## config.mk

```make
export PLATFORM = sky130hd
export DESIGN_NAME = text_console_writer
export DESIGN_NICKNAME = d
export VERILOG_FILES = /design/src/rtl/text_console_writer.sv
export SDC_FILE = /design/constraint.sdc
export NUM_CORES = 1
export LEC_CHECK = 0
export BUFFER_PORTS_ARGS = -buffer_cell sky130_fd_sc_hd__buf_4
export CAP_MARGIN = 20
export CORE_MARGIN = 1
export CORE_UTILIZATION = 57
export CTS_CLUSTER_SIZE = 20
export DETAILED_ROUTE_END_ITERATION = 16
export PLACE_DENSITY = 0.81
export SYNTH_ARGS = -nofsm -noshare
export SYNTH_HDL_FRONTEND = slang
export SYNTH_SLANG_ARGS = --single-unit
```

## constraint.sdc

```tcl
create_clock -name clock -period 3.19 [get_ports clock]
set_input_delay 0.1595 -clock clock [delete_from_list [all_inputs] [get_ports clock]]
set_output_delay 0.1595 -clock clock [all_outputs]
set_load 0.01 [all_outputs]
```

## src/rtl/text_console_writer.sv

```systemverilog
// text_console_writer
// Terminal-style byte writer for a ROWS x COLS character plane. Accepts one
// byte per valid/ready handshake, keeps a cursor, writes printable bytes at
// the cursor, handles LF/CR/BS/FF and scrolls the plane via push_up when the
// cursor runs off the bottom row.
//
// Ports
//   clock, reset        : rising-edge clock, asynchronous active-high reset
//   in_valid, in_data   : byte source (character id or control code)
//   in_ready            : high only while IDLE; transfer on in_valid & in_ready
//   we, w_row, w_column,
//   w_character_id      : registered plane write port
//   push_up             : registered one-cycle scroll pulse to the plane
//   cursor_row/column   : current cursor position
//   busy                : high in any state other than IDLE
module text_console_writer #(
  parameter int unsigned ROWS = 16,
  parameter int unsigned COLS = 40
) (
  input  logic       clock,
  input  logic       reset,
  input  logic       in_valid,
  input  logic [7:0] in_data,
  output logic       in_ready,
  output logic       we,
  output logic [3:0] w_row,
  output logic [5:0] w_column,
  output logic [7:0] w_character_id,
  output logic       push_up,
  output logic [3:0] cursor_row,
  output logic [5:0] cursor_column,
  output logic       busy
);

  localparam int unsigned ROW_W = 4;
  localparam int unsigned COL_W = 6;
  localparam int unsigned DAT_W = 8;

  localparam logic [ROW_W-1:0] LAST_ROW = ROW_W'(ROWS - 1);
  localparam logic [COL_W-1:0] LAST_COL = COL_W'(COLS - 1);

  localparam logic [DAT_W-1:0] CODE_BS = 8'h08;
  localparam logic [DAT_W-1:0] CODE_LF = 8'h0A;
  localparam logic [DAT_W-1:0] CODE_FF = 8'h0C;
  localparam logic [DAT_W-1:0] CODE_CR = 8'h0D;

  typedef enum logic [1:0] {
    S_IDLE   = 2'd0,
    S_WRITE  = 2'd1,
    S_SCROLL = 2'd2,
    S_CLEAR  = 2'd3
  } state_t;

  state_t             r_state,   w_state_nx;
  logic [ROW_W-1:0]   r_cur_row, w_cur_row_nx;
  logic [COL_W-1:0]   r_cur_col, w_cur_col_nx;
  logic               r_scroll_pend, w_scroll_pend_nx;
  logic               r_we,      w_we_nx;
  logic [ROW_W-1:0]   r_w_row,   w_w_row_nx;
  logic [COL_W-1:0]   r_w_col,   w_w_col_nx;
  logic [DAT_W-1:0]   r_w_data,  w_w_data_nx;
  logic               r_push_up, w_push_up_nx;

  // State, cursor and registered plane-port outputs.
  always_ff @(posedge clock or posedge reset) begin
    if (reset) begin
      r_state       <= S_IDLE;
      r_cur_row     <= '0;
      r_cur_col     <= '0;
      r_scroll_pend <= 1'b0;
      r_we          <= 1'b0;
      r_w_row       <= '0;
      r_w_col       <= '0;
      r_w_data      <= '0;
      r_push_up     <= 1'b0;
    end else begin
      r_state       <= w_state_nx;
      r_cur_row     <= w_cur_row_nx;
      r_cur_col     <= w_cur_col_nx;
      r_scroll_pend <= w_scroll_pend_nx;
      r_we          <= w_we_nx;
      r_w_row       <= w_w_row_nx;
      r_w_col       <= w_w_col_nx;
      r_w_data      <= w_w_data_nx;
      r_push_up     <= w_push_up_nx;
    end
  end

  // Next-state, cursor update and plane-port values.
  always_comb begin
    w_state_nx       = r_state;
    w_cur_row_nx     = r_cur_row;
    w_cur_col_nx     = r_cur_col;
    w_scroll_pend_nx = r_scroll_pend;
    w_we_nx          = 1'b0;
    w_w_row_nx       = r_w_row;
    w_w_col_nx       = r_w_col;
    w_w_data_nx      = r_w_data;
    w_push_up_nx     = 1'b0;

    case (r_state)
      S_IDLE: begin
        if (in_valid) begin
          w_state_nx       = S_WRITE;
          w_scroll_pend_nx = 1'b0;
          case (in_data)
            CODE_LF: begin
              w_cur_col_nx = '0;
              // Bottom row: the cursor stays put and the plane scrolls instead.
              if (r_cur_row == LAST_ROW) w_scroll_pend_nx = 1'b1;
              else                       w_cur_row_nx     = r_cur_row + ROW_W'(1);
            end
            CODE_CR: begin
              w_cur_col_nx = '0;
            end
            CODE_BS: begin
              // Step back one cell (with row borrow) and blank it; no-op at home.
              if (r_cur_col != '0) begin
                w_cur_col_nx = r_cur_col - COL_W'(1);
                w_we_nx      = 1'b1;
                w_w_row_nx   = r_cur_row;
                w_w_col_nx   = r_cur_col - COL_W'(1);
                w_w_data_nx  = '0;
              end else if (r_cur_row != '0) begin
                w_cur_row_nx = r_cur_row - ROW_W'(1);
                w_cur_col_nx = LAST_COL;
                w_we_nx      = 1'b1;
                w_w_row_nx   = r_cur_row - ROW_W'(1);
                w_w_col_nx   = LAST_COL;
                w_w_data_nx  = '0;
              end
            end
            CODE_FF: begin
              // First clear write goes out with the same latency as a normal write.
              w_state_nx   = S_CLEAR;
              w_cur_row_nx = '0;
              w_cur_col_nx = '0;
              w_we_nx      = 1'b1;
              w_w_row_nx   = '0;
              w_w_col_nx   = '0;
              w_w_data_nx  = '0;
            end
            default: begin
              w_we_nx     = 1'b1;
              w_w_row_nx  = r_cur_row;
              w_w_col_nx  = r_cur_col;
              w_w_data_nx = in_data;
              if (r_cur_col == LAST_COL) begin
                w_cur_col_nx = '0;
                if (r_cur_row == LAST_ROW) w_scroll_pend_nx = 1'b1;
                else                       w_cur_row_nx     = r_cur_row + ROW_W'(1);
              end else begin
                w_cur_col_nx = r_cur_col + COL_W'(1);
              end
            end
          endcase
        end
      end

      S_WRITE: begin
        if (r_scroll_pend) begin
          w_state_nx       = S_SCROLL;
          w_push_up_nx     = 1'b1;
          w_scroll_pend_nx = 1'b0;
        end else begin
          w_state_nx = S_IDLE;
        end
      end

      S_SCROLL: begin
        w_state_nx = S_IDLE;
      end

      S_CLEAR: begin
        // Walk the write address row-major; stop after the last cell is out.
        if ((r_w_row == LAST_ROW) && (r_w_col == LAST_COL)) begin
          w_state_nx = S_IDLE;
        end else begin
          w_we_nx     = 1'b1;
          w_w_data_nx = '0;
          if (r_w_col == LAST_COL) begin
            w_w_col_nx = '0;
            w_w_row_nx = r_w_row + ROW_W'(1);
          end else begin
            w_w_col_nx = r_w_col + COL_W'(1);
          end
        end
      end

      default: begin
        w_state_nx = S_IDLE;
      end
    endcase
  end

  assign in_ready       = (r_state == S_IDLE);
  assign busy           = (r_state != S_IDLE);
  assign we             = r_we;
  assign w_row          = r_w_row;
  assign w_column       = r_w_col;
  assign w_character_id = r_w_data;
  assign push_up        = r_push_up;
  assign cursor_row     = r_cur_row;
  assign cursor_column  = r_cur_col;

endmodule
```

* Word-level counts from Yosys, hierarchy flattened
Cells that the tools add are included.
W data, S select, Z words.
** Word-level totals
- Bits in registers :: 33
- Word-level logic and storage cells :: 97
** Cells by class
- Add/sub/neg operators :: 6
- Equality and inequality tests :: 20
- Muxes and demuxes :: 44
- Bitwise logic cells :: 1
- Reduce and logical (&&, ||, !) cells :: 17
** Operators by type and width (count)
- $mux W6 :: 6
- $eq A8 B4 Y1 const B :: 4
- $mux W4 :: 8
- $mux W8 :: 4
- $pmux W6 S2 :: 2
- $pmux W8 S3 :: 1
- $pmux W6 S3 :: 1
- $pmux W4 S4 :: 1
- $pmux W8 S2 :: 1
- $ne A2 B2 Y1 const B :: 7
- $add A6 B1 Y6 const B :: 2
- $eq A6 B6 Y1 const B :: 2
- $pmux W4 S3 :: 1
- $reduce_and A6 Y1 :: 2
- $mux W1 :: 9
- $add A4 B1 Y4 const B :: 2
- $eq A4 B4 Y1 const B :: 2
- $mux W2 :: 4
- $pmux W1 S2 :: 4
- $pmux W2 S4 :: 1
- $pmux W4 S2 :: 1
- $reduce_bool A4 Y1 :: 2
- $reduce_bool A2 Y1 :: 3
- $reduce_bool A6 Y1 :: 1
- 14 further kinds :: 17

* Depth between registers and ports, before layout
Gate-level depths: netlist (run 1).
- Depth after elaboration :: 6
- Mapped depth :: 9
- Mapped depth without buffers :: 7

* Worst setup path after synthesis (run 1)
No wires, ideal clock.
- Path type :: flip-flop to flip-flop
- Start point :: register r_cur_row[0], in the netlist cursor_row[0]
- End point :: register r_w_col[2], in the netlist w_column[2]
- Arrival :: 2.141 ns
- Setup slack :: 0.914 ns
- Stages on the path, launching flop included :: 10
- Path buffers :: 2
- Clock period less this slack :: 2.276 ns
- Path through :: dfrtp_1 -> clkbuf_1 -> inv_1 -> ha_1 -> nor4b_1 -> nand4b_1 -> a211oi_1 -> buf_2 -> a2bb2oi_1 -> o22ai_1
** On the way
- Word-level cells in the longest chain between the ends :: 3
** Ends and longest elaborated chain
- start: declaration :: RTL line 55 : logic [ROW_W-1:0] r_cur_row, w_cur_row_nx;
- start signal: assignment :: RTL line 78 : r_cur_row <= w_cur_row_nx;
- $reduce_bool A4 Y1 :: RTL line 124 : end else if (r_cur_row != '0) begin
- $ne A4 B4 Y1 (no source line)
- $reduce_and A5 Y1 (no source line)
- end signal: assignment :: RTL line 83 : r_w_col <= w_w_col_nx;
- end: declaration :: RTL line 60 : logic [COL_W-1:0] r_w_col, w_w_col_nx;
Every way passes these cells.
A chain may end at the register's enable or synchronous reset.

* Worst setup path after layout (run 1)
- Start point :: register r_cur_col[0], in the netlist cursor_column[0]
- End point :: register r_cur_col[5], in the netlist cursor_column[5]
** On the way
- Word-level cells in the longest chain between the ends :: 3
** Ends and longest elaborated chain
- start: declaration :: RTL line 56 : logic [COL_W-1:0] r_cur_col, w_cur_col_nx;
- start signal: assignment :: RTL line 79 : r_cur_col <= w_cur_col_nx;
- $add A6 B1 Y6 (tied with other cells) :: RTL line 153 : w_cur_col_nx = r_cur_col + COL_W'(1);
- $mux W6 (tied with other cells) :: RTL line 148 : if (r_cur_col == LAST_COL) begin
- $pmux W6 S2 or $reduce_and A3 Y1 (tied branches)
Several ways; a longest one is shown, not always the timed one.

==> results.md, run 1 <==
Clock tree:
- The number of buffers added by the clock tree synthesis step is 5.
- Buffers added to address setup during post-CTS repair amount to 0.
- The insertion delay of the later-clocked pin in the worst-skew pair is just under 0.3 ns.
- In this run the number of H-tree levels came out at 2.
- After clock tree synthesis, the clock-pin slew on the worst setup and hold paths is roughly 0.07 ns.
- The CTS tree is yes.
- The total number of clock tree sinks is 33.
- The tree is rooted in a sky130_fd_sc_hd__clkbuf_8.
- The clock passes through at most 2 buffers.

Drt:
- The number of DRC violations after detailed routing is 0.
- Dividing the detail-routed wire length by the instance count gives roughly 18 um.
- The initial DRC count is roughly 280.
- The routed via count divided by cell count is slightly below 7.
- The overall via count from detail_route is roughly 2.7k.
- Before antenna repair, the detailed router went through 5 iterations.
- The detail route stage leaves a number of antenna-violating nets equal to 0.
- The routed design has 7.21 mm of wire.

Worst setup path:
- STA classifies the critical path startpoint as a register.
- For the worst setup path, the data arrival time is around 2.8 ns.
- The critical path in this run is classified as register to register.
- The largest single stage delay on the critical path is 0.50 ns.
- The required time of the critical path is 3.41 ns.
- The worst-path maximum fanout is 11.
- The worst setup path is captured at a register.
- The worst setup slack for register-to-register paths is roughly 0.64 ns.
- The worst register-to-register path ends at cursor_column[5].
- The startpoint of the lowest-slack register-to-register path is cursor_column[0].
- The critical path goes through inv_1 > ha_1 > nor3b_1 > nand2_1 > o311a_1 > a21boi_1 > o2bb2ai_2.
- The slowest stage of the critical path belongs to the cell sky130_fd_sc_hd__o311a_1.
- The worst reg2reg path depth is 7.

Min path:
- The type of the tightest min-delay check is input port to register.
- For hold timing, the worst endpoint is w_character_id[5].
- The cell count of the worst hold path is 3.
- The startpoint of the tightest hold check path is in_data[5].

STA:
- The sum of negative setup slack is 0 ns.
- The final period demand of the worst path is 2.55 ns.
- The final number of max-transition violations is 0.
- The relative slew slack is 0.509.
- Setup repair after global routing left no endpoint under its margin.
- For this run, the top clock speed supported by timing is between 300 and 400 MHz.
- The clock arrives with just over 0.004 ns of skew.
- The number of hold-slack violations in the final timing report came to 0.
- At the pin with the least slew margin, the transition time is ~0.73 ns.
- The number of failing setup endpoints in the final timing report is 0.
- Dividing the final minimum period by the clock period gives 0.800.
- Across all hold checks on the routed design, the worst slack comes to between 0.2 and 0.3 ns.

Layout:
- The area added between synthesis and finish is 17.2%.
- The multi-input gate area in the final layout is 0.00159 mm2.
- The layout has about 360 filler cells.
- At the end of the flow the core is filled with cells to 0.691.
- The repair_antennas step left the layout with diodes totalling 0.
- Across the whole layout, storage elements account for between 800 and 900 um2.
- After the flow finishes, the layout carries non-filler instances totaling 393.
- After routing the design area is 0.00301 mm2.
- The final layout net count is 363.
- In the final layout, the share of cells above drive strength 1 is 0.214.

Die:
- The die outline height is ~69 um.
- In this run the horizontal extent of the chip is a little under 70 um.
- For this configuration, the core starts out at a cell density of 0.589.
- Pin placement for this block handled between 40 and 50 I/O pins.
- The region available for standard cell placement spans 0.00435 mm2.
- The die covers 0.00477 mm2.
- Row generation in the floorplan step produced 24 rows.

Logic synthesis:
- The count of flip-flops with a built-in enable after synthesis is 0.
- Synthesis produced 304 cells.
- In the synthesized netlist the async set-or-reset flop fraction comes to 1.00.
- The number of warnings reported in the yosys synthesis log is 0.
- Counting every net in the synthesized netlist gives about 330.
- Of the synthesized area, sequential elements account for 0.322.
- For this run, the leading register cell type out of synthesis is sky130_fd_sc_hd__dfrtp_1.
- The register bit count reported by yosys is 33.
- The average cell area after synthesis is ~8.4 um2.
- The number of library cell types mapped by synthesis is 60.
- The netlist area before placement is 0.00256 mm2.

Pwr:
- In this run the power density over the cells is 910 mW/mm2.
- The standby leakage power is between 0.001 and 0.0015 uW.
- VDD sags by at most ~0.00047 V.

Place:
- The routability-driven placement congestion ratio is ~0.95.
- The detailed placer's ending HPWL is approximately 5.2 mm.
- The standard cell area after detailed placement is 0.00291 mm2.
- In this run, placement finished with an instance count of between 300 and 400.
- During placement, the flow inserted port buffers numbering between 40 and 50.

GRT:
- Entering global routing, the biggest net connects 34 pins.
- The first-pass GRT wire length is 12.1 mm.
- The global-route usage over all layers is 0.311.
- The overall overflow remaining after global route is 0.
- The via count of the first global-routing pass came to around 2.5k.
- The number of antenna violations at the first check in global routing is 0.

Outcome:
- The run finished with clean final reports.

Run:
- The tool flagged a number of max-cap violations equal to 0.
## cell families after synthesis
kind of cell | synth area share
AO/OA/AOI/OAI | 0.291
XOR/XNOR | 0.00342
adder cells (fa/ha/maj) | 0.0537
buffers and inverters | 0.0590
flip-flops | 0.322
multiplexers | 0.0298
AND/OR/NAND/NOR | 0.241
## critical path: cells and delay by family (launching register included)
| family | cells | cell delay, ns |
|---|---|---|
| compound gates | 3 | 0.86 |
| flops | 1 | 0.47 |
| simple gates | 2 | 0.73 |
| buf+inv | 1 | 0.13 |
| fa+ha+maj | 1 | 0.30 |
## sequential cells by signal (all words and copies together), names as in the netlist
register,cells
w_column,6
cursor_row,4
push_up,1
r_scroll_pend,1
w_character_id,8
w_row,4
cursor_column,6
r_state,2
we,1
## cells in the mapped netlist (4+ instances only)
library cell / n / area, um2
sky130_fd_sc_hd__nand3_1: 11 / 55.1
sky130_fd_sc_hd__a211o_1: 4 / 35.0
sky130_fd_sc_hd__nor3b_1: 10 / 75.1
sky130_fd_sc_hd__o211ai_1: 4 / 30.0
sky130_fd_sc_hd__dfrtp_1: 33 / 826
sky130_fd_sc_hd__inv_1: 17 / 63.8
sky130_fd_sc_hd__a21oi_1: 22 / 110
sky130_fd_sc_hd__nor3_1: 16 / 80.1
sky130_fd_sc_hd__nor2_1: 18 / 67.6
sky130_fd_sc_hd__a211oi_1: 5 / 37.5
sky130_fd_sc_hd__o22ai_1: 8 / 50.1
sky130_fd_sc_hd__nor4b_1: 4 / 35.0
sky130_fd_sc_hd__a21o_1: 12 / 90.1
sky130_fd_sc_hd__o21ai_0: 15 / 75.1
sky130_fd_sc_hd__ha_1: 11 / 138
sky130_fd_sc_hd__nor4_1: 5 / 31.3
sky130_fd_sc_hd__a31oi_1: 4 / 25.0
sky130_fd_sc_hd__nand2_1: 16 / 60.1
sky130_fd_sc_hd__clkbuf_1: 15 / 56.3
sky130_fd_sc_hd__nor2b_1: 4 / 25.0
sky130_fd_sc_hd__mux2_2: 5 / 56.3
sky130_fd_sc_hd__buf_2: 4 / 20.0
## cell type report
| class | count | area share |
|---|---|---|
| Clock buffer | 7 | 0.0287 |
| Inverter | 17 | 0.0212 |
| Multi-Input combinational cell | 234 | 0.528 |
| Sequential cell | 33 | 0.275 |
| Tap cell | 52 | 0.0216 |
| Timing Repair Buffer | 50 | 0.126 |
## worst max-delay path by stage
stage	end	start	cells past startpoint
final	cursor_column[5]	cursor_column[0]	7
after global routing	cursor_column[4]	cursor_column[0]	7
after CTS	cursor_column[5]	cursor_column[0]	7
after detailed placement	cursor_column[5]	cursor_column[0]	7
after global placement	cursor_column[5]	cursor_column[0]	7
after floorplan	w_column[2]	cursor_row[0]	9
## power by group
group	switching (uW)	total [uW]	leakage, uW	internal [uW]
registers	250	843	0.000412	593
logic	843	1560	0.000873	721
clock network	157	329	0.0000443	171
total	1250	2740	0.00133	1490
## routing by layer
layer,vias to the layer above,wire [um],track usage
met2,160,3300,0.484
met1,1269,3040,0.431
met3,18,732,0.0556
li1,1229,-,-
met5,-,0,0
met4,0,132,0.113
## cells in the final DEF (no fill, tap or decap), types with 3 or more instances in the layout
cell,instances
sky130_fd_sc_hd__a2bb2oi_1,3
sky130_fd_sc_hd__o21ai_0,15
sky130_fd_sc_hd__nor4_1,5
sky130_fd_sc_hd__a41oi_1,3
sky130_fd_sc_hd__nand3_1,11
sky130_fd_sc_hd__nor3b_1,10
sky130_fd_sc_hd__buf_4,49
sky130_fd_sc_hd__ha_1,11
sky130_fd_sc_hd__nor2_1,18
sky130_fd_sc_hd__nor3_1,16
sky130_fd_sc_hd__a211oi_1,5
sky130_fd_sc_hd__a211o_1,4
sky130_fd_sc_hd__o22ai_1,8
sky130_fd_sc_hd__inv_1,17
sky130_fd_sc_hd__nor4b_1,4
sky130_fd_sc_hd__a21oi_1,22
sky130_fd_sc_hd__dfrtp_1,33
sky130_fd_sc_hd__nand4_1,3
sky130_fd_sc_hd__a31oi_1,4
sky130_fd_sc_hd__o211ai_1,4
sky130_fd_sc_hd__nor2b_1,4
sky130_fd_sc_hd__nand2_1,16
sky130_fd_sc_hd__a31o_2,3
sky130_fd_sc_hd__clkbuf_8,6
sky130_fd_sc_hd__a21o_1,12
sky130_fd_sc_hd__mux2_2,5
sky130_fd_sc_hd__or3b_2,3
## per-stage QoR
stage	power [uW]	worst slack (ns)
6_report	2740	0.639
5_1_grt	2930	0.396
4_1_cts	2720	0.665
3_5_place_dp	2380	0.696
3_3_place_gp	2340	0.778
2_1_floorplan	1830	0.914
## what timing repair did
| action | 4_1_cts | 5_1_grt |
|---|---|---|
| hold endpoints to repair | 33 | 0 |
| resized for setup | 0 | 0 |
| hold buffers | 1 | 0 |
Note: power is estimated with default switching activity, not from simulation.
==> run 2: changes to the inputs <==
- ABC_AREA: not set -> 1
- PLACE_DENSITY: 0.81 -> 0.8
- clock period: 3.19 -> 2.65 ns (I/O delays scaled with it)
==> run 2 against run 1 <==
Synthesized area rose by 4.0%. Core utilization grew 0.56 points. Worst hold slack got worse by 0.15 ns. Largest power group unchanged.
==> results.md, run 2 <==
Pwr:
- The share of total power dissipated in sequential elements is 0.335.
- The share of total power in the clock network is 0.119.
- Summed over all nets, the switching power comes to between 1000 and 1500 uW.
- The maximum ir drop on the vdd rail is 0.000541 V.
- The share of total power dissipated in combinational logic is 0.545.
- The standby leakage power is 0.00172 uW.
- Internal power comes to approximately 1600 uW.
- The power per standard cell area is between 900 and 1000 mW/mm2.
- The fraction of power spent switching nets is 0.463.

Worst setup path:
- The worst setup path is launched from a register.
- The worst setup path is of the register to register kind.
- The endpoint arrival time on the critical path is approximately 2.1 ns.
- The worst-path maximum fanout is 21.
- STA classifies the critical path endpoint as a register.
- At the worst endpoint, the required time is 2.86 ns.

STA:
- The clock arrives with roughly 0.0051 ns of skew.
- The share of the clock period used by the worst path is 0.710.
- Setup slack on the critical path of the routed design comes to a little under 0.8 ns.
- For the pin with the worst max-slew slack, the measured transition is between 0.7 and 0.8 ns.
- Timing would allow up to around 530 MHz.
- The final number of max-transition violations is 0.
- The number of hold-slack violations in the final timing report is 0.
- Setup repair after global routing left no endpoint under its margin.
- The number of failing setup endpoints in the final timing report is 0.
- The worst hold slack across all endpoints is around 0.12 ns.
- The routed design could run at a clock period as short as 1.88 ns.
- The relative slew slack is 0.506.
- The sum of negative setup slack is 0 ns.

Logic synthesis:
- In the synthesized netlist, the cells that appear most often are 159 x sky130_fd_sc_hd__nand2_1, 40 x sky130_fd_sc_hd__inv_1, 40 x sky130_fd_sc_hd__nand3_1, 33 x sky130_fd_sc_hd__dfrtp_1, 32 x sky130_fd_sc_hd__nor2_1.
- The post-synthesis sequential area ratio is 0.310.
- When the netlist entered floorplanning its net count stood at roughly 430.
- A synthesized cell averages roughly 6.5 um2.
- Of all cell types, the one taking the most synthesized area is sky130_fd_sc_hd__dfrtp_1.
- Yosys mapped the design onto 29 distinct sky130hd cell types.
- The count of flip-flops with a built-in enable after synthesis is 0.
- The share of synthesized area in the top cell type comes to 0.310.
- Yosys instantiated no cell more often than sky130_fd_sc_hd__nand2_1.
- Of all flip-flops after synthesis, the portion carrying an async set or reset was 1.00.
- Synthesis handed over a netlist of just over 400 instances.
- Sorting the synthesized cells by area gives the leading types as sky130_fd_sc_hd__dfrtp_1 31%, sky130_fd_sc_hd__nand2_1 22%, sky130_fd_sc_hd__nand3_1 7.5%.
- After synthesis the cells add up to ~0.0027 mm2.
- The number of warnings reported in the yosys synthesis log is 0.
- The most frequently used flop master after synthesis is sky130_fd_sc_hd__dfrtp_1.
- In this run, synthesis produced a sequential element count of 33.

Die:
- The floorplan step defined a die boundary enclosing between 0.004 and 0.005 mm2.
- During I/O placement, the number of pins put on the boundary was 43.
- The die is 70.4 um wide.
- The area inside the core boundary is between 0.004 and 0.005 mm2.
- For this configuration, the core starts out at a cell density of 0.604.
- The die is between 70 and 80 um tall.
- After floorplanning, the core was divided into 24 placement rows.

Drt:
- The residual antenna-violating net count after detailed routing is 0.
- The total routed wirelength is 6.47 mm.
- The number of DRC violations after detailed routing is 0.
- The routed via count divided by cell count is 5.25.
- The overall via count from detail_route is ~2.6k.
- The initial DRC count is between 100 and 150.
- The routed length per instance is ~13 um.
- For this run, the detailed router's first-pass iteration total came to 5.

Outcome:
- The flow ran to the end, and the final reports show no timing, DRC or antenna violations.

Layout:
- Leaving out fill and tap cells, the most frequent cell in the layout is sky130_fd_sc_hd__nand2_1.
- The number of fill cells in the layout is around 400.
- The share of post-route cells with drive strength above 1 is 0.208.
- The flip-flop count of the largest register, all copies and words added is 8.
- The end-of-flow core utilization is 0.696.
- The final layout net count is 474.
- The area added between synthesis and finish is 15.3%.
- The top cell types in the final layout, fill and taps aside, are 159 x sky130_fd_sc_hd__nand2_1, 44 x sky130_fd_sc_hd__buf_4, 40 x sky130_fd_sc_hd__inv_1, 40 x sky130_fd_sc_hd__nand3_1, 33 x sky130_fd_sc_hd__dfrtp_1.
- 0 antenna diodes ended up in the layout.

GRT:
- The first-pass GRT wire length is around 11 mm.
- For this run the aggregate overflow at the end of global routing stands at 0.
- In the global route stage, overall resource usage came out at 0.278.
- The via count of the first global-routing pass came to 2436.
- The number of antenna violations at the first check in global routing came to 0.
- The maximum number of pins on one net before global-route repair is 34.

Clock tree:
- The number of levels the H-tree was split into is 2.
- The tree is rooted in a sky130_fd_sc_hd__clkbuf_8.
- Clock-pin slew was measured on the worst setup and hold paths at 0.07 ns.
- The CTS tree is yes.
- The number of hold-repair buffers added at the cts stage is 1.
- The clock net in this run drives a total of 33 sinks.
- The number of buffers added by the clock tree synthesis step is 5.
- The number of setup buffers added after CTS is 0.
- The clock reaches the later pin of the worst-skew pair after ~0.29 ns.
- The clock passes through at most 2 buffers.
- The post-CTS resize count is 0.

Place:
- The congestion estimate from routability-driven global placement came to between 0.8 and 0.9.
- In this run the tool buffered the top-level ports with 42 buffer cells.
- Detailed placement finished with a half-perimeter wire length of around 4.9 mm.
- OpenSTA, run right after detailed placement, puts the worst setup slack at slightly above 0.8 ns.

Run:
- The tool flagged a number of max-cap violations equal to 0.

Min path:
- The worst hold path belongs to the class input port to register.
[run 2: path summary, 6_finish.rpt]
| check | start | endpoint | slack, ns | cells past startpoint |
|---|---|---|---|---|
| max | cursor_column[0] | w_character_id[6] | 0.77 | 10 |
| min | in_data[5] | w_character_id[5] | 0.12 | 3 |
| max reg2reg | cursor_column[0] | w_character_id[6] | 0.77 | 10 |
| min reg2reg | w_character_id[3] | w_character_id[3] | 0.49 | 2 |
| max in group asynchronous | reset | push_up | 1.84 | 4 |
| min in group asynchronous | reset | w_character_id[2] | 0.50 | 4 |
[run 2: stage by stage]
stage	cells	area (um2)	total power, uW
after global routing	503	3070	3210
final	503	3070	2930
after floorplan	409	2670	2040
after detailed placement	496	2990	2580
after global placement	496	2990	2550
after CTS	503	3070	2940
[run 2: per-layer routing]
metal | share of wire | vias to the layer above | GRT usage
li1 | - | 1363 | -
met1 | 0.47 | 1201 | 0.384
met2 | 0.47 | 70 | 0.441
met3 | 0.052 | 7 | 0.0519
met4 | 0.0079 | 0 | 0.0822
met5 | 0 | - | 0
[run 2: worst max-delay path, stage by stage, from the launching register on]
cell	delay, ns
sky130_fd_sc_hd__dfrtp_1	0.45
sky130_fd_sc_hd__inv_1	0.14
sky130_fd_sc_hd__ha_1	0.25
sky130_fd_sc_hd__nand2_2	0.10
sky130_fd_sc_hd__nor2_4	0.15
sky130_fd_sc_hd__nand2_1	0.10
sky130_fd_sc_hd__nor2_2	0.13
sky130_fd_sc_hd__nor2_2	0.05
sky130_fd_sc_hd__nand2_4	0.25
sky130_fd_sc_hd__nand2_1	0.11
sky130_fd_sc_hd__o21ai_2	0.07
[run 2: power groups by stage]
stage	Sequential, uW	Combinational, uW	Clock (uW)
after floorplan	1000	1030	0
after detailed placement	986	1590	0
after global placement	977	1570	0
after global routing	1020	1810	382
final	983	1600	350
after CTS	979	1600	358
[run 2: kinds of logic after synthesis]
group | Yosys count | synth area share
AND/OR/NAND/NOR | 273 | 0.455
buffers and inverters | 56 | 0.0934
AO/OA/AOI/OAI | 30 | 0.0704
flip-flops | 33 | 0.310
XOR/XNOR | 6 | 0.0197
adder cells (fa/ha/maj) | 11 | 0.0516
[run 2: cell type report]
class	count	area, um2	area share
Tap cell	52	65.1	0.0212
Multi-Input combinational cell	320	1590	0.518
Sequential cell	33	826	0.269
Clock buffer	5	68.8	0.0224
Timing Repair Buffer	45	340	0.111
Inverter	47	176	0.0574
Clock inverter	1	5.00	0.00163
==> run 3: changes to the inputs <==
- ABC_AREA: 1 -> 0
- CORE_UTILIZATION: 57 -> 51
- PLACE_DENSITY: 0.8 -> 0.76
- clock period: 2.65 -> 1.65 ns (I/O delays scaled with it)
==> run 3 against run 2 <==
The flow now finishes with violations (setup timing). Sequential cell count is the same. Maximum frequency shrank 13%. Critical path depth shrank 1. Die area grew 7.3%. Setup slack lost 1.3 ns. Register-to-register slack lost 1.3 ns. Worst hold slack gained 0.13 ns. Via count grew 48%. Combinational power grew to 4.0 times the previous value. Critical endpoint is now w_row[0]. Largest power group unchanged.
==> results.md, run 3 (synthesized netlist as in run 1, its figures left out) <==
GRT:
- In the global route stage, met2 resource usage came out at 0.718.
- The overall overflow remaining after global route is 0.
- The met3 usage is 0.0953.
- The via count of the first global-routing pass is 3454.
- The maximum number of pins on one net before global-route repair is 34.
- The routing layer with the top usage in global route is met2.
- In the global route stage, overall resource usage came out at 0.432.
- The met1 usage in global routing is 0.497.
- The first-pass GRT wire length is roughly 17 mm.
- The number of antenna violations at the first check in global routing came to 0.

STA:
- After routing, the total negative slack on setup checks comes to -10.44 ns.
- The pin slew with the least headroom to its limit is around 0.8 ns.
- Dividing the final minimum period by the clock period gives 1.31.
- Across all hold checks on the routed design, the worst slack comes to around 0.26 ns.
- Setup slack on the critical path of the routed design comes to -0.512 ns.
- The upper clock frequency limit is 463 MHz.
- The number of hold-slack violations in the final timing report is 0.
- The number of failing setup endpoints in the final timing report is 32.
- Subtracting the final worst setup slack from the clock period gives approximately 2.2 ns.
- The largest clock skew in the final design is approximately 0.015 ns.
- Setup repair after global routing could not meet its margin everywhere.
- The final number of max-transition violations is 0.
- The relative slew slack is 0.465.

Worst setup path:
- The kind of capture point of the worst setup path is a register.
- The worst reg2reg path depth is 9.
- The required time of the critical path is between 1.5 and 2 ns.
- The worst-path cell with the longest stage delay is sky130_fd_sc_hd__dfrtp_2.
- The endpoint arrival time on the critical path is 2.38 ns.
- The worst setup slack for register-to-register paths is -0.51 ns.
- The element type at the critical path start is a register.
- The startpoint of the lowest-slack register-to-register path is cursor_column[1].
- The terminus of the critical flop-to-flop path is w_row[0].
- The critical setup path kind is register to register.
- In this run the worst path has a maximum fanout of 5.
- The highest cell delay on the worst timing path is around 0.41 ns.
- The critical path goes through inv_2 > ha_4 > nor3b_4 > buf_6 > buf_4 > nand4_1 > a31oi_2 > a21oi_1 > o22ai_2.

Die:
- In this run the horizontal extent of the chip is 72.9 um.
- The region available for standard cell placement spans between 0.004 and 0.005 mm2.
- From bottom edge to top edge, the die measures 72.9 um.
- During I/O placement, the number of pins put on the boundary was 43.
- The initial cell density of the core is 0.536.
- The row count is 25.
- The die covers about 0.0053 mm2.

Clock tree:
- Buffers inserted during clock tree synthesis total 5.
- In this run the deepest clock path goes through 2 buffers.
- TritonCTS built the clock tree.
- The clock tree root buffer cell is sky130_fd_sc_hd__clkbuf_8.
- The number of levels the H-tree was split into is 2.
- Clock latency on the worst-skew pair, taken at its later pin, is 0.30 ns.
- After clock tree synthesis, the clock-pin slew on the worst setup and hold paths is about 0.08 ns.
- The tree built by TritonCTS fans out to 33 sinks.

Layout:
- Compared with the post-synthesis result, the final layout area differs by 76.0%.
- The register with the most flip-flops in the layout has 8 of them.
- The share of post-route cells with drive strength above 1 is 0.575.
- The number of fill cells in the layout is between 100 and 150.
- The final layout net count is 482.
- The finished cells cover between 0.004 and 0.005 mm2.
- In the layout the commonest cells are 150 x sky130_fd_sc_hd__buf_4, 29 x sky130_fd_sc_hd__dfrtp_1, 17 x sky130_fd_sc_hd__nor2_1.
- The most common library cell in the layout ignoring fill and taps is sky130_fd_sc_hd__buf_4.
- The antenna diode count is 0.

Drt:
- The overall via count from detail_route is between 3k and 4k.
- After detailed routing, the average wire length per cell comes to roughly 27 um.
- The residual antenna-violating net count after detailed routing is 0.
- For this run, design rule violations remaining after detail routing come to 0.
- The initial DRC count is slightly below 700.
- The first TritonRoute pass finished after 7 iterations.
- The total routed wirelength is approximately 14 mm.
- Using the TritonRoute via totals, the vias-per-cell ratio works out to between 7 and 8.

Pwr:
- The maximum ir drop on the vdd rail is between 0.001 and 0.0015 V.
- Dividing total power by cell area gives a power density of about 1900 mW/mm2.
- The standby leakage power is 0.00205 uW.

Outcome:
- The run finished, with violations left.
- The checks that failed: setup timing.

Place:
- The standard cell area after detailed placement is 0.00379 mm2.
- In this run the tool buffered the top-level ports with 42 buffer cells.
- Routability-driven placement finished with a final weighted congestion of 0.962.
- Summed over all nets, the half-perimeter wirelength after detailed placement is a little under 7 mm.
- Prior to clock tree synthesis, the placed netlist has a worst setup slack of -0.491 ns.

Min path:
- The min-delay analysis places its worst path in the category input port to register.
- The worst hold path terminates at w_character_id[7].
- The startpoint identified for the worst hold timing path is in_data[7].
- The cell count of the worst hold path is 4.

Run:
- Across the run, the number of max-cap violations was 0.
[run 3: repair_timing]
item,4_1_cts,5_1_grt
endpoints found under the hold margin,33,0
pin swaps,29,23
hold buffers,1,0
endpoints found under the setup margin,32,32
setup buffers,13,8
gates resized for setup,63,33
cloned,1,0
[run 3: area by class of cell]
cell class,instances,area [um2],share of cell area
multi-input combinational,235,2100,0.466
timing repair buffer,168,1340,0.297
sequential,33,831,0.184
clock buffer,8,90.1,0.0200
tap,67,83.8,0.0186
inverter,17,68.8,0.0152
[run 3: routing by layer]
metal / vias up / wire (um) / part of all wire
li1: 1483 / - / -
met1: 1761 / 4410 / 0.31
met2: 489 / 6370 / 0.45
met3: 174 / 1980 / 0.14
met4: 0 / 1360 / 0.096
met5: - / 0 / 0
[run 3: how the worst max path moves through the flow]
stage                                 from             to  slack, ns  cells after the start
after detailed placement     cursor_row[0]  cursor_row[2]      -0.49                      6
final                     cursor_column[1]       w_row[0]      -0.51                      9
after global placement       cursor_row[0]  cursor_row[2]      -0.40                      6
after floorplan              cursor_row[1]  cursor_row[0]      -0.36                      6
after CTS                    cursor_row[0]  cursor_row[2]      -0.31                      6
after global routing            r_state[1]    w_column[5]      -0.54                     10
[run 3: worst max-delay path, delay by kind of cell (launching register included)]
kind | cells | cell delay (ns)
AO/OA/AOI/OAI | 3 | 0.70
AND/OR/NAND/NOR | 2 | 0.41
buffers and inverters | 3 | 0.38
flip-flops | 1 | 0.41
adder cells (fa/ha/maj) | 1 | 0.16
[run 3: power breakdown]
group	switching (uW)	internal [uW]
logic	3340	3100
clock network	341	341
registers	308	1160
[run 3: per-stage QoR]
step                power, uW  instances   util
floorplan                3850        304      -
global placement         5820        497  0.792
detailed placement       5970        497  0.792
CTS                      7470        520  0.899
global route             8870        528  0.944
finish                   8590        528  0.944
